`config.mk`:
```
export PLATFORM = sky130hd
export DESIGN_NAME = conv_unit_ctrl
export DESIGN_NICKNAME = d
export VERILOG_FILES = /design/src/rtl/conv_unit_ctrl_pkg.sv /design/src/rtl/conv_ctrl_cnt.sv /design/src/rtl/conv_unit_ctrl.sv
export SDC_FILE = /design/constraint.sdc
export NUM_CORES = 1
export LEC_CHECK = 0
export ABC_CLOCK_PERIOD_IN_PS = 2700
export BUFFER_PORTS_ARGS = -buffer_cell sky130_fd_sc_hd__buf_4
export CAP_MARGIN = 5
export CORE_MARGIN = 2
export CORE_UTILIZATION = 25
export CTS_BUF_LIST = sky130_fd_sc_hd__clkbuf_4 sky130_fd_sc_hd__clkbuf_8 sky130_fd_sc_hd__clkbuf_16
export DETAILED_ROUTE_END_ITERATION = 10
export GPL_TIMING_DRIVEN = 0
export SYNTH_ARGS = -nofsm -noshare
export SYNTH_HDL_FRONTEND = slang
export SYNTH_SLANG_ARGS = --single-unit
```
`constraint.sdc`:
```
create_clock -name clk -period 2.7 [get_ports clk]
set_input_delay 0.135 -clock clk [delete_from_list [all_inputs] [get_ports clk]]
set_output_delay 0.135 -clock clk [all_outputs]
set_load 0.03 [all_outputs]
```
`src/rtl/conv_unit_ctrl_pkg.sv`:
```
// Shared types and constants for the conv_unit sequencer.
package conv_unit_ctrl_pkg;

  localparam int unsigned KW_DEFAULT = 3;

  typedef enum logic [2:0] {
    StIdle,
    StClear,
    StRun,
    StDrain,
    StDone
  } state_e;

  localparam logic [1:0] SEL_SELF  = 2'd0;
  localparam logic [1:0] SEL_SHIFT = 2'd1;
  localparam logic [1:0] SEL_ZERO  = 2'd2;

endpackage

```
`src/rtl/conv_ctrl_cnt.sv`:
```
// Enable/terminal-count counter that wraps to zero after reaching i_last.
module conv_ctrl_cnt #(
  parameter int unsigned W = 4
) (
  input  logic         i_clk,
  input  logic         i_rst,
  input  logic         i_clr,
  input  logic         i_en,
  input  logic [W-1:0] i_last,
  output logic [W-1:0] o_cnt,
  output logic         o_wrap
);

  logic [W-1:0] r_cnt;

  assign o_wrap = i_en && (r_cnt == i_last);
  assign o_cnt  = r_cnt;

  always_ff @(posedge i_clk) begin
    if (i_rst || i_clr) begin
      r_cnt <= '0;
    end else if (i_en) begin
      r_cnt <= o_wrap ? '0 : r_cnt + W'(1);
    end
  end

endmodule

```
`src/rtl/conv_unit_ctrl.sv`:
```
// Layer sequencer for conv_unit: walks k/ch/col over the pixel stream and
// issues registered accumulator controls one cycle after each state or beat.
module conv_unit_ctrl
  import conv_unit_ctrl_pkg::*;
#(
  parameter int unsigned DATA_WIDTH = 16,
  parameter int unsigned KW         = KW_DEFAULT,
  parameter int unsigned CH_W       = 8,
  parameter int unsigned COL_W      = 10
) (
  input  logic                  clk,
  input  logic                  rst,
  input  logic                  start,
  input  logic [CH_W-1:0]       cfg_ch,
  input  logic [COL_W-1:0]      cfg_cols,
  input  logic [DATA_WIDTH-1:0] cfg_bias,
  input  logic                  in_valid,
  output logic                  in_ready,
  input  logic [DATA_WIDTH-1:0] in_data,
  output logic                  MA_en,
  output logic                  T_en,
  output logic                  T_sel,
  output logic                  dv_in,
  output logic [1:0]            A_sel,
  output logic [DATA_WIDTH-1:0] d_in,
  output logic [DATA_WIDTH-1:0] bias,
  output logic [1:0]            k_sel,
  output logic [CH_W-1:0]       ch_idx,
  output logic [COL_W-1:0]      col_idx,
  output logic                  busy,
  output logic                  done
);

  state_e r_state, w_state_d;

  logic [CH_W-1:0]       r_cfg_ch;
  logic [COL_W-1:0]      r_cfg_cols;
  logic [DATA_WIDTH-1:0] r_cfg_bias;

  logic                  r_in_ready, r_ma_en, r_t_en, r_t_sel, r_dv_in, r_busy, r_done;
  logic [1:0]            r_a_sel, r_k_sel;
  logic [DATA_WIDTH-1:0] r_d_in, r_bias;
  logic [CH_W-1:0]       r_ch_idx;
  logic [COL_W-1:0]      r_col_idx;

  logic                  w_ma_en, w_t_en, w_dv_in, w_busy, w_done, w_in_ready;
  logic [1:0]            w_a_sel, w_k_sel;
  logic [DATA_WIDTH-1:0] w_d_in, w_bias;
  logic [CH_W-1:0]       w_ch_idx;
  logic [COL_W-1:0]      w_col_idx;

  logic                  w_beat, w_clr;
  logic [1:0]            w_k_cnt;
  logic [CH_W-1:0]       w_ch_cnt;
  logic [COL_W-1:0]      w_col_cnt;
  logic                  w_k_wrap, w_ch_wrap, w_col_wrap;

  // r_in_ready mirrors (state == RUN), so a beat is only possible in RUN.
  assign w_beat = in_valid && r_in_ready;
  assign w_clr  = (r_state == StIdle);

  conv_ctrl_cnt #(.W(2)) u_cnt_k (
    .i_clk  (clk),
    .i_rst  (rst),
    .i_clr  (w_clr),
    .i_en   (w_beat),
    .i_last (2'(KW - 1)),
    .o_cnt  (w_k_cnt),
    .o_wrap (w_k_wrap)
  );

  conv_ctrl_cnt #(.W(CH_W)) u_cnt_ch (
    .i_clk  (clk),
    .i_rst  (rst),
    .i_clr  (w_clr),
    .i_en   (w_k_wrap),
    .i_last (r_cfg_ch - CH_W'(1)),
    .o_cnt  (w_ch_cnt),
    .o_wrap (w_ch_wrap)
  );

  conv_ctrl_cnt #(.W(COL_W)) u_cnt_col (
    .i_clk  (clk),
    .i_rst  (rst),
    .i_clr  (w_clr),
    .i_en   (w_ch_wrap),
    .i_last (r_cfg_cols - COL_W'(1)),
    .o_cnt  (w_col_cnt),
    .o_wrap (w_col_wrap)
  );

  always_ff @(posedge clk) begin
    if (rst) begin
      r_state <= StIdle;
    end else begin
      r_state <= w_state_d;
    end
  end

  always_comb begin
    w_state_d = r_state;
    unique case (r_state)
      StIdle:  if (start) w_state_d = StClear;
      StClear: w_state_d = StRun;
      StRun:   if (w_col_wrap) w_state_d = StDrain;
      StDrain: w_state_d = StDone;
      StDone:  w_state_d = StIdle;
      default: w_state_d = StIdle;
    endcase
  end

  always_comb begin
    w_ma_en   = 1'b0;
    w_dv_in   = 1'b0;
    w_t_en    = 1'b0;
    w_a_sel   = SEL_SELF;
    w_d_in    = r_d_in;
    w_bias    = r_bias;
    w_k_sel   = r_k_sel;
    w_ch_idx  = r_ch_idx;
    w_col_idx = r_col_idx;
    unique case (r_state)
      StClear: begin
        w_ma_en = 1'b1;
        w_a_sel = SEL_ZERO;
      end
      StRun: begin
        if (w_beat) begin
          w_ma_en   = 1'b1;
          w_dv_in   = 1'b1;
          w_d_in    = in_data;
          w_bias    = r_cfg_bias;
          w_k_sel   = w_k_cnt;
          w_ch_idx  = w_ch_cnt;
          w_col_idx = w_col_cnt;
          if (w_col_cnt == '0 && w_ch_cnt == '0 && w_k_cnt == 2'd0) begin
            w_a_sel = SEL_ZERO;
          end else if (w_col_cnt != '0 && w_ch_cnt == '0 && w_k_cnt == 2'd1) begin
            w_a_sel = SEL_SHIFT;
          end
          // Column output is valid once a full KW-wide window has shifted in.
          w_t_en = (w_col_cnt >= COL_W'(KW)) && (w_ch_cnt == '0) && (w_k_cnt == 2'd1);
        end
      end
      StDrain: begin
        w_ma_en = 1'b1;
        w_a_sel = SEL_SHIFT;
        w_t_en  = 1'b1;
      end
      default: ;
    endcase
    w_busy     = (w_state_d != StIdle);
    w_in_ready = (w_state_d == StRun);
    w_done     = (w_state_d == StDone);
  end

  always_ff @(posedge clk) begin
    if (rst) begin
      r_cfg_ch   <= '0;
      r_cfg_cols <= '0;
      r_cfg_bias <= '0;
    end else if (r_state == StIdle && start) begin
      r_cfg_ch   <= cfg_ch;
      r_cfg_cols <= cfg_cols;
      r_cfg_bias <= cfg_bias;
    end
  end

  always_ff @(posedge clk) begin
    if (rst) begin
      r_in_ready <= 1'b0;
      r_ma_en    <= 1'b0;
      r_t_en     <= 1'b0;
      r_t_sel    <= 1'b1;
      r_dv_in    <= 1'b0;
      r_a_sel    <= SEL_SELF;
      r_d_in     <= '0;
      r_bias     <= '0;
      r_k_sel    <= '0;
      r_ch_idx   <= '0;
      r_col_idx  <= '0;
      r_busy     <= 1'b0;
      r_done     <= 1'b0;
    end else begin
      r_in_ready <= w_in_ready;
      r_ma_en    <= w_ma_en;
      r_t_en     <= w_t_en;
      r_t_sel    <= 1'b1;
      r_dv_in    <= w_dv_in;
      r_a_sel    <= w_a_sel;
      r_d_in     <= w_d_in;
      r_bias     <= w_bias;
      r_k_sel    <= w_k_sel;
      r_ch_idx   <= w_ch_idx;
      r_col_idx  <= w_col_idx;
      r_busy     <= w_busy;
      r_done     <= w_done;
    end
  end

  assign in_ready = r_in_ready;
  assign MA_en    = r_ma_en;
  assign T_en     = r_t_en;
  assign T_sel    = r_t_sel;
  assign dv_in    = r_dv_in;
  assign A_sel    = r_a_sel;
  assign d_in     = r_d_in;
  assign bias     = r_bias;
  assign k_sel    = r_k_sel;
  assign ch_idx   = r_ch_idx;
  assign col_idx  = r_col_idx;
  assign busy     = r_busy;
  assign done     = r_done;

endmodule

```
---- Yosys cells after proc, flatten, opt, wreduce, memory -nomap -nowiden ----
Index checks and enable logic that the tools add are counted.
storage, ports and cells
  bits of input ports ..................... 54
  flip-flop bits (word level) ............. 117
  output and inout port bits .............. 61
cells by class
  bitwise operators ....................... 1
  $lt $le $gt $ge ......................... 1
  reductions and logical operators ........ 21
  equal/unequal tests ..................... 9
  add/sub/neg operators ................... 5
  mux-type cells .......................... 14
operators by type and width
  operator                                                                               count
  3-bit one-hot mux with 4 select lines                                                  1
  1-bit logical AND                                                                      11
  10-bit by 1-bit adder with 10-bit output (second input constant)                       1
  10-bit equality test                                                                   1
  10-bit by 2-bit greater-or-equal comparator with 1-bit output (second input constant)  1
  10-bit zero test                                                                       1
  10-bit 2-to-1 mux                                                                      1
  10-bit nonzero test                                                                    1
  10-bit by 1-bit subtractor with 10-bit output (second input constant)                  1
  3-bit by 2-bit equality test with 1-bit output (second input constant)                 3
  8-bit by 1-bit adder with 8-bit output (second input constant)                         1
  8-bit equality test                                                                    1
  8-bit zero test                                                                        1
  8-bit 2-to-1 mux                                                                       1
  8-bit by 1-bit subtractor with 8-bit output (second input constant)                    1
  2-bit 2-to-1 mux                                                                       3
  3-bit 2-to-1 mux                                                                       2
  2-bit one-hot mux with 3 select lines                                                  1
  1-bit one-hot mux with 2 select lines                                                  2
  2-bit OR reduction                                                                     2
  3-bit by 1-bit equality test with 1-bit output (second input constant)                 1
  3-bit equality test (second input constant)                                            1
  3-bit zero test                                                                        1
  1-bit 2-to-1 mux                                                                       3
  other kinds (8)                                                                        8

---- Logic depth before layout (Yosys ltp) ----
  depth after elaboration ................. 7
  gate-level depth with buffers ........... 9
  depth with buffers taken out ............ 8

---- Hierarchy ----
Synthesis repeated with hierarchy kept, for this count alone.
unflattened totals
  cell total of the unflattened synthesis .. 598
  area total of the unflattened synthesis .. 4855.9 um^2
by module, submodules not included
  module                     seq. area each (um^2)  cells an instance  area each (um^2)  times used
  conv_unit_ctrl             1941.9                 469                3658.5            1
  conv_ctrl_cnt (u_cnt_col)  200.2                  66                 611.8             1
  conv_ctrl_cnt (u_cnt_ch)   160.2                  51                 460.4             1
  conv_ctrl_cnt (u_cnt_k)    40.0                   12                 125.1             1

---- Worst setup path before layout ----
OpenSTA, ideal clock, no wires.
  path type ............................... reg-to-reg
  start ................................... register r_cfg_ch[0]
  end ..................................... register u_cnt_col.r_cnt[0] (netlist: u_cnt_col.o_cnt[0])
  slack ................................... 0.170 ns
  stages on the path, launching flop included .. 10
  data arrival time ....................... 2.460 ns
  path through ............................ dfxtp_1 -> inv_1 -> ha_1 -> nor2b_1 -> or3_1 -> a31o_2 -> or4_1 -> buf_2 -> or3_1 -> a21oi_1
on the way
  longest elaborated chain between the ends .. 5
RTL lines
  what                                           RTL line               RTL
  start, declared                                conv_unit_ctrl.sv:36   logic [CH_W-1:0] r_cfg_ch;
  start signal, assigned                         conv_unit_ctrl.sv:163  r_cfg_ch <= cfg_ch;
  8-bit by 1-bit subtractor with 8-bit output *  conv_unit_ctrl.sv:77   .i_last (r_cfg_ch - CH_W'(1)),
  8-bit equality test *                          conv_ctrl_cnt.sv:16    assign o_wrap = i_en && (r_cnt == i_last);
  1-bit logical AND *                            conv_ctrl_cnt.sv:16
  1-bit logical AND                              conv_ctrl_cnt.sv:16
  10-bit 2-to-1 mux                              conv_ctrl_cnt.sv:23    r_cnt <= o_wrap ? '0 : r_cnt + W'(1);
  end signal, assigned                           conv_ctrl_cnt.sv:23
  end, declared                                  conv_ctrl_cnt.sv:14    logic [W-1:0] r_cnt;
Every way passes the cells marked *; elsewhere a longest branch is shown, timed or not.
A chain may end at the register's enable or synchronous reset.

---- Worst setup path in the final report ----
  start ................................... register r_cfg_cols[0]
  end ..................................... register u_cnt_col.r_cnt[4] (netlist: u_cnt_col.o_cnt[4])
on the way
  longest elaborated chain between the ends .. 4
RTL lines
  what                                           RTL line               RTL
  start, declared                                conv_unit_ctrl.sv:37   logic [COL_W-1:0] r_cfg_cols;
  start signal, assigned                         conv_unit_ctrl.sv:164  r_cfg_cols <= cfg_cols;
  10-bit by 1-bit subtractor with 10-bit output  conv_unit_ctrl.sv:87   .i_last (r_cfg_cols - COL_W'(1)),
  10-bit equality test                           conv_ctrl_cnt.sv:16
  1-bit logical AND                              conv_ctrl_cnt.sv:16
  10-bit 2-to-1 mux                              conv_ctrl_cnt.sv:23
Every way passes these cells.

==> results.py <==
metrics = {
    "final_layout": {
        "antenna_cells": 0,
        "final_area_um2": 7300,
        "multi_input_area_um2": 2380,
        "area_growth_pct": 49.6,
        "fillCellCount": 2023,
        "seqCellArea_um2": 2350,
        "drive_above_1_share": 0.207,
        "nets": 859,
    },
    "cts": {
        "cts.path.max_buffers": 2,
        "cts_sinks": 117,
        "clk_latency_ns": 0.41,
        "clkSlewWorstSetupHoldPaths_ns": 0.06,
        "cts_tree": "done",
        "cts_max_level": 4,
        "cts_buffers": 17,
        "cts_root_buf": "clkbuf_16",
    },
    "synthesis": {
        "ys_ff_latch": 117,
        "seq_area_frac_synth": 0.480,
        "ys_warn_count": 0,
        "synth_edf_count": 0,
        "synth.most_common_cell": "nand2_1",
        "synth_fp_nets": 672,
        "yosys-top-cells-area": "dfxtp_1, nand2_1, a21oi_1",
        "async_flop_share": 0,
        "synth_area_per_cell_um2": 7.97,
        "yosys.area.top_type": "dfxtp_1",
        "synth_top_area_frac": 0.480,
        "synthTopCellsByCount": "nand2_1, dfxtp_1, a21oi_1",
        "synth-main-ff-cell": "dfxtp_1",
        "ys_types": 47,
        "syn-cell-area_um2": 4880,
        "synth_cells": 612,
    },
    "worst_hold_path": {
        "holdPathEnd": "u_cnt_k.o_cnt[1]$_SDFFE_PP0P_",
        "hp-class": "primary input to flop",
        "worstHoldStart": "in_valid",
        "holdPathStages": 4,
    },
    "critical_path": {
        "crit_fanout": 10,
        "r2r-end": "u_cnt_col.o_cnt[4]$_SDFFE_PP0N_",
        "timing.rr.start": "r_cfg_cols[0]$_SDFFE_PP0P_",
        "crit_required_ns": 3.00,
        "ff2ff_path_depth": 10,
        "end_kind": "flop",
        "worstPathArrival_ns": 2.89,
        "r2r_slack_ns": 0.11,
        "start_kind": "flop",
        "critPathKind": "flop to flop",
    },
    "routing": {
        "vias": 4705,
        "wl_per_cell_um": 13.2,
        "drc_errors": 0,
        "via_per_inst": 4.37,
        "drtIter0Drc": 232,
        "drtPass1Iterations": 4,
        "ant_nets": 0,
        "drt_wl_total_um": 14200,
    },
    "place": {
        "place_area_um2": 6060,
        "gp_congestion": 0.773,
        "dp_slack_ns": -0.240,
        "portBuffers": 113,
        "dp_hpwl_um": 10100,
    },
    "floorplanning": {
        "initial_core_util": 0.252,
        "core_um2": 19300,
        "die_h_um": 144,
        "num_rows": 51,
        "dieArea_um2": 20700,
        "die_w_um": 144,
        "io_pins": 115,
    },
    "power_and_ir_drop": {
        "powerDensity_nw_per_um2": 652,
        "vdd_ir_drop_max_v": 0.000500,
        "p_leak_nw": 2.88,
        "p_total_w": 0.00476,
    },
    "timing": {
        "fin_skew_ns": 0.00600,
        "period_share": 0.959,
        "finalSetupViolCount": 0,
        "hold_violations": 0,
        "tns_ns": 0,
        "fin_ws_ns": 0.110,
        "slew_violations": 0,
        "min_period_ns": 2.59,
        "holdWs_ns": 0.0990,
        "fmax_ghz": 0.386,
        "relSlewSlack": 0.540,
        "tightest_slew_ns": 0.688,
    },
    "job": {
        "maxCapViolCount": 0,
    },
    "status": {
        "status": "completed",
    },
    "grt": {
        "antenna_found_initial": 0,
        "grt_overflow": 0,
        "grt_max_degree": 17,
        "grt_pass1_vias": 4415,
        "grt_use_total": 0.140,
        "grt_pass1_wl_um": 22400,
    },
}
==> stage by stage <==
step,instances,utilization
6_report,1077,0.377
5_1_grt,1077,0.377
4_1_cts,1077,0.376
3_5_place_dp,990,0.313
3_3_place_gp,990,0.313
2_1_floorplan,612,-
==> timing repair <==
| action | CTS | global route |
|---|---|---|
| setup buffers | 3 | 0 |
| hold buffers | 52 | 0 |
| pin swaps | 2 | 0 |
| setup endpoints to repair | 9 | 12 |
| gates resized for setup | 4 | 9 |
| hold endpoints to repair | 52 | 0 |
| gates cloned | 0 | 0 |
==> routing by layer <==
| metal | up-vias | track usage | wire length, um |
|---|---|---|---|
| li1 | 2433 | - | - |
| met1 | 2170 | 0.187 | 6780 |
| met2 | 86 | 0.219 | 6670 |
| met3 | 16 | 0.0383 | 640 |
| met4 | 0 | 0.0428 | 136 |
| met5 | - | 0 | 0 |
==> power by group <==
group | internal, W | leakage [nW] | switching [W]
registers | 0.00178 | 0.950 | 0.0000414
clock network | 0.00163 | 0.305 | 0.000818
logic | 0.000235 | 1.63 | 0.000260
==> logic make-up after synthesis <==
family,after synthesis,share of synthesized area
other,1,0.000768
multiplexers,1,0.00205
AO/OA/AOI/OAI,129,0.156
flip-flops,117,0.480
buffers and inverters,49,0.0400
AND/OR/NAND/NOR,281,0.256
adder cells (fa/ha/maj),6,0.0154
XOR/XNOR,28,0.0503
==> worst max-delay path, stage by stage (launching register included) <==
cell and delay, ns:
dfxtp_1 0.36, inv_1 0.09, ha_1 0.19, or3b_4 0.42, nor4_2 0.29, a211oi_1 0.12
a2111oi_4 0.35, buf_4 0.19, buf_6 0.14, o31ai_1 0.08, a22o_1 0.24
==> cells in the final DEF (no fill, tap or decap), types with 2 or more instances in the layout <==
cell type      count
a21oi_1           95
a22o_1             8
a31oi_1            5
and2_1             3
and3_1            13
and3_2             2
buf_4            117
buf_6              2
bufinv_16          4
clkbuf_1          34
clkbuf_16         17
clkbuf_8           3
clkinvlp_4         4
dfxtp_1          115
dlygate4sd3_1     52
ha_1               5
inv_1             10
nand2_1          183
nand3_1            3
nand3b_1           2
nand4_1            4
nor2_1            27
nor2b_1           10
nor3_1            10
nor3b_1            4
nor4_1             6
o31ai_1            8
or2_2              3
or3_1              2
or4_1              2
xnor2_1           12
xor2_1            16
==> how the worst max path moves through the flow <==
stage,startpoint,end
after floorplan,r_cfg_ch[0]$_SDFFE_PP0P_,u_cnt_col.o_cnt[0]$_SDFFE_PP0N_
after detailed placement,r_cfg_ch[0]$_SDFFE_PP0P_,u_cnt_col.o_cnt[7]$_SDFFE_PP0N_
after global placement,r_cfg_ch[0]$_SDFFE_PP0P_,u_cnt_col.o_cnt[6]$_SDFFE_PP0N_
after global routing,r_cfg_cols[0]$_SDFFE_PP0P_,u_cnt_col.o_cnt[5]$_SDFFE_PP0N_
after CTS,r_cfg_ch[1]$_SDFFE_PP0P_,u_cnt_col.o_cnt[0]$_SDFFE_PP0N_
final,r_cfg_cols[0]$_SDFFE_PP0P_,u_cnt_col.o_cnt[4]$_SDFFE_PP0N_
==> registers in the layout, indices dropped and copies added, names as in the netlist <==
signal / flops
ch_idx: 8
r_cfg_ch: 8
d_in: 16
bias: 16
r_cfg_cols: 10
MA_en: 1
col_idx: 10
A_sel: 2
k_sel: 2
u_cnt_k.o_cnt: 2
u_cnt_ch.o_cnt: 8
busy: 1
done: 1
r_cfg_bias: 16
T_en: 1
r_state: 3
dv_in: 1
u_cnt_col.o_cnt: 10
in_ready: 1
==> layout make-up <==
cell class	count	share of cell area
Multi-Input combinational cell	446	0.326
Sequential cell	117	0.322
Timing Repair Buffer	168	0.191
Clock buffer	21	0.0650
Tap cell	265	0.0454
Clock inverter	11	0.0237
Buffer	39	0.0225
Inverter	10	0.00514
(Power assumes the default switching activity.)
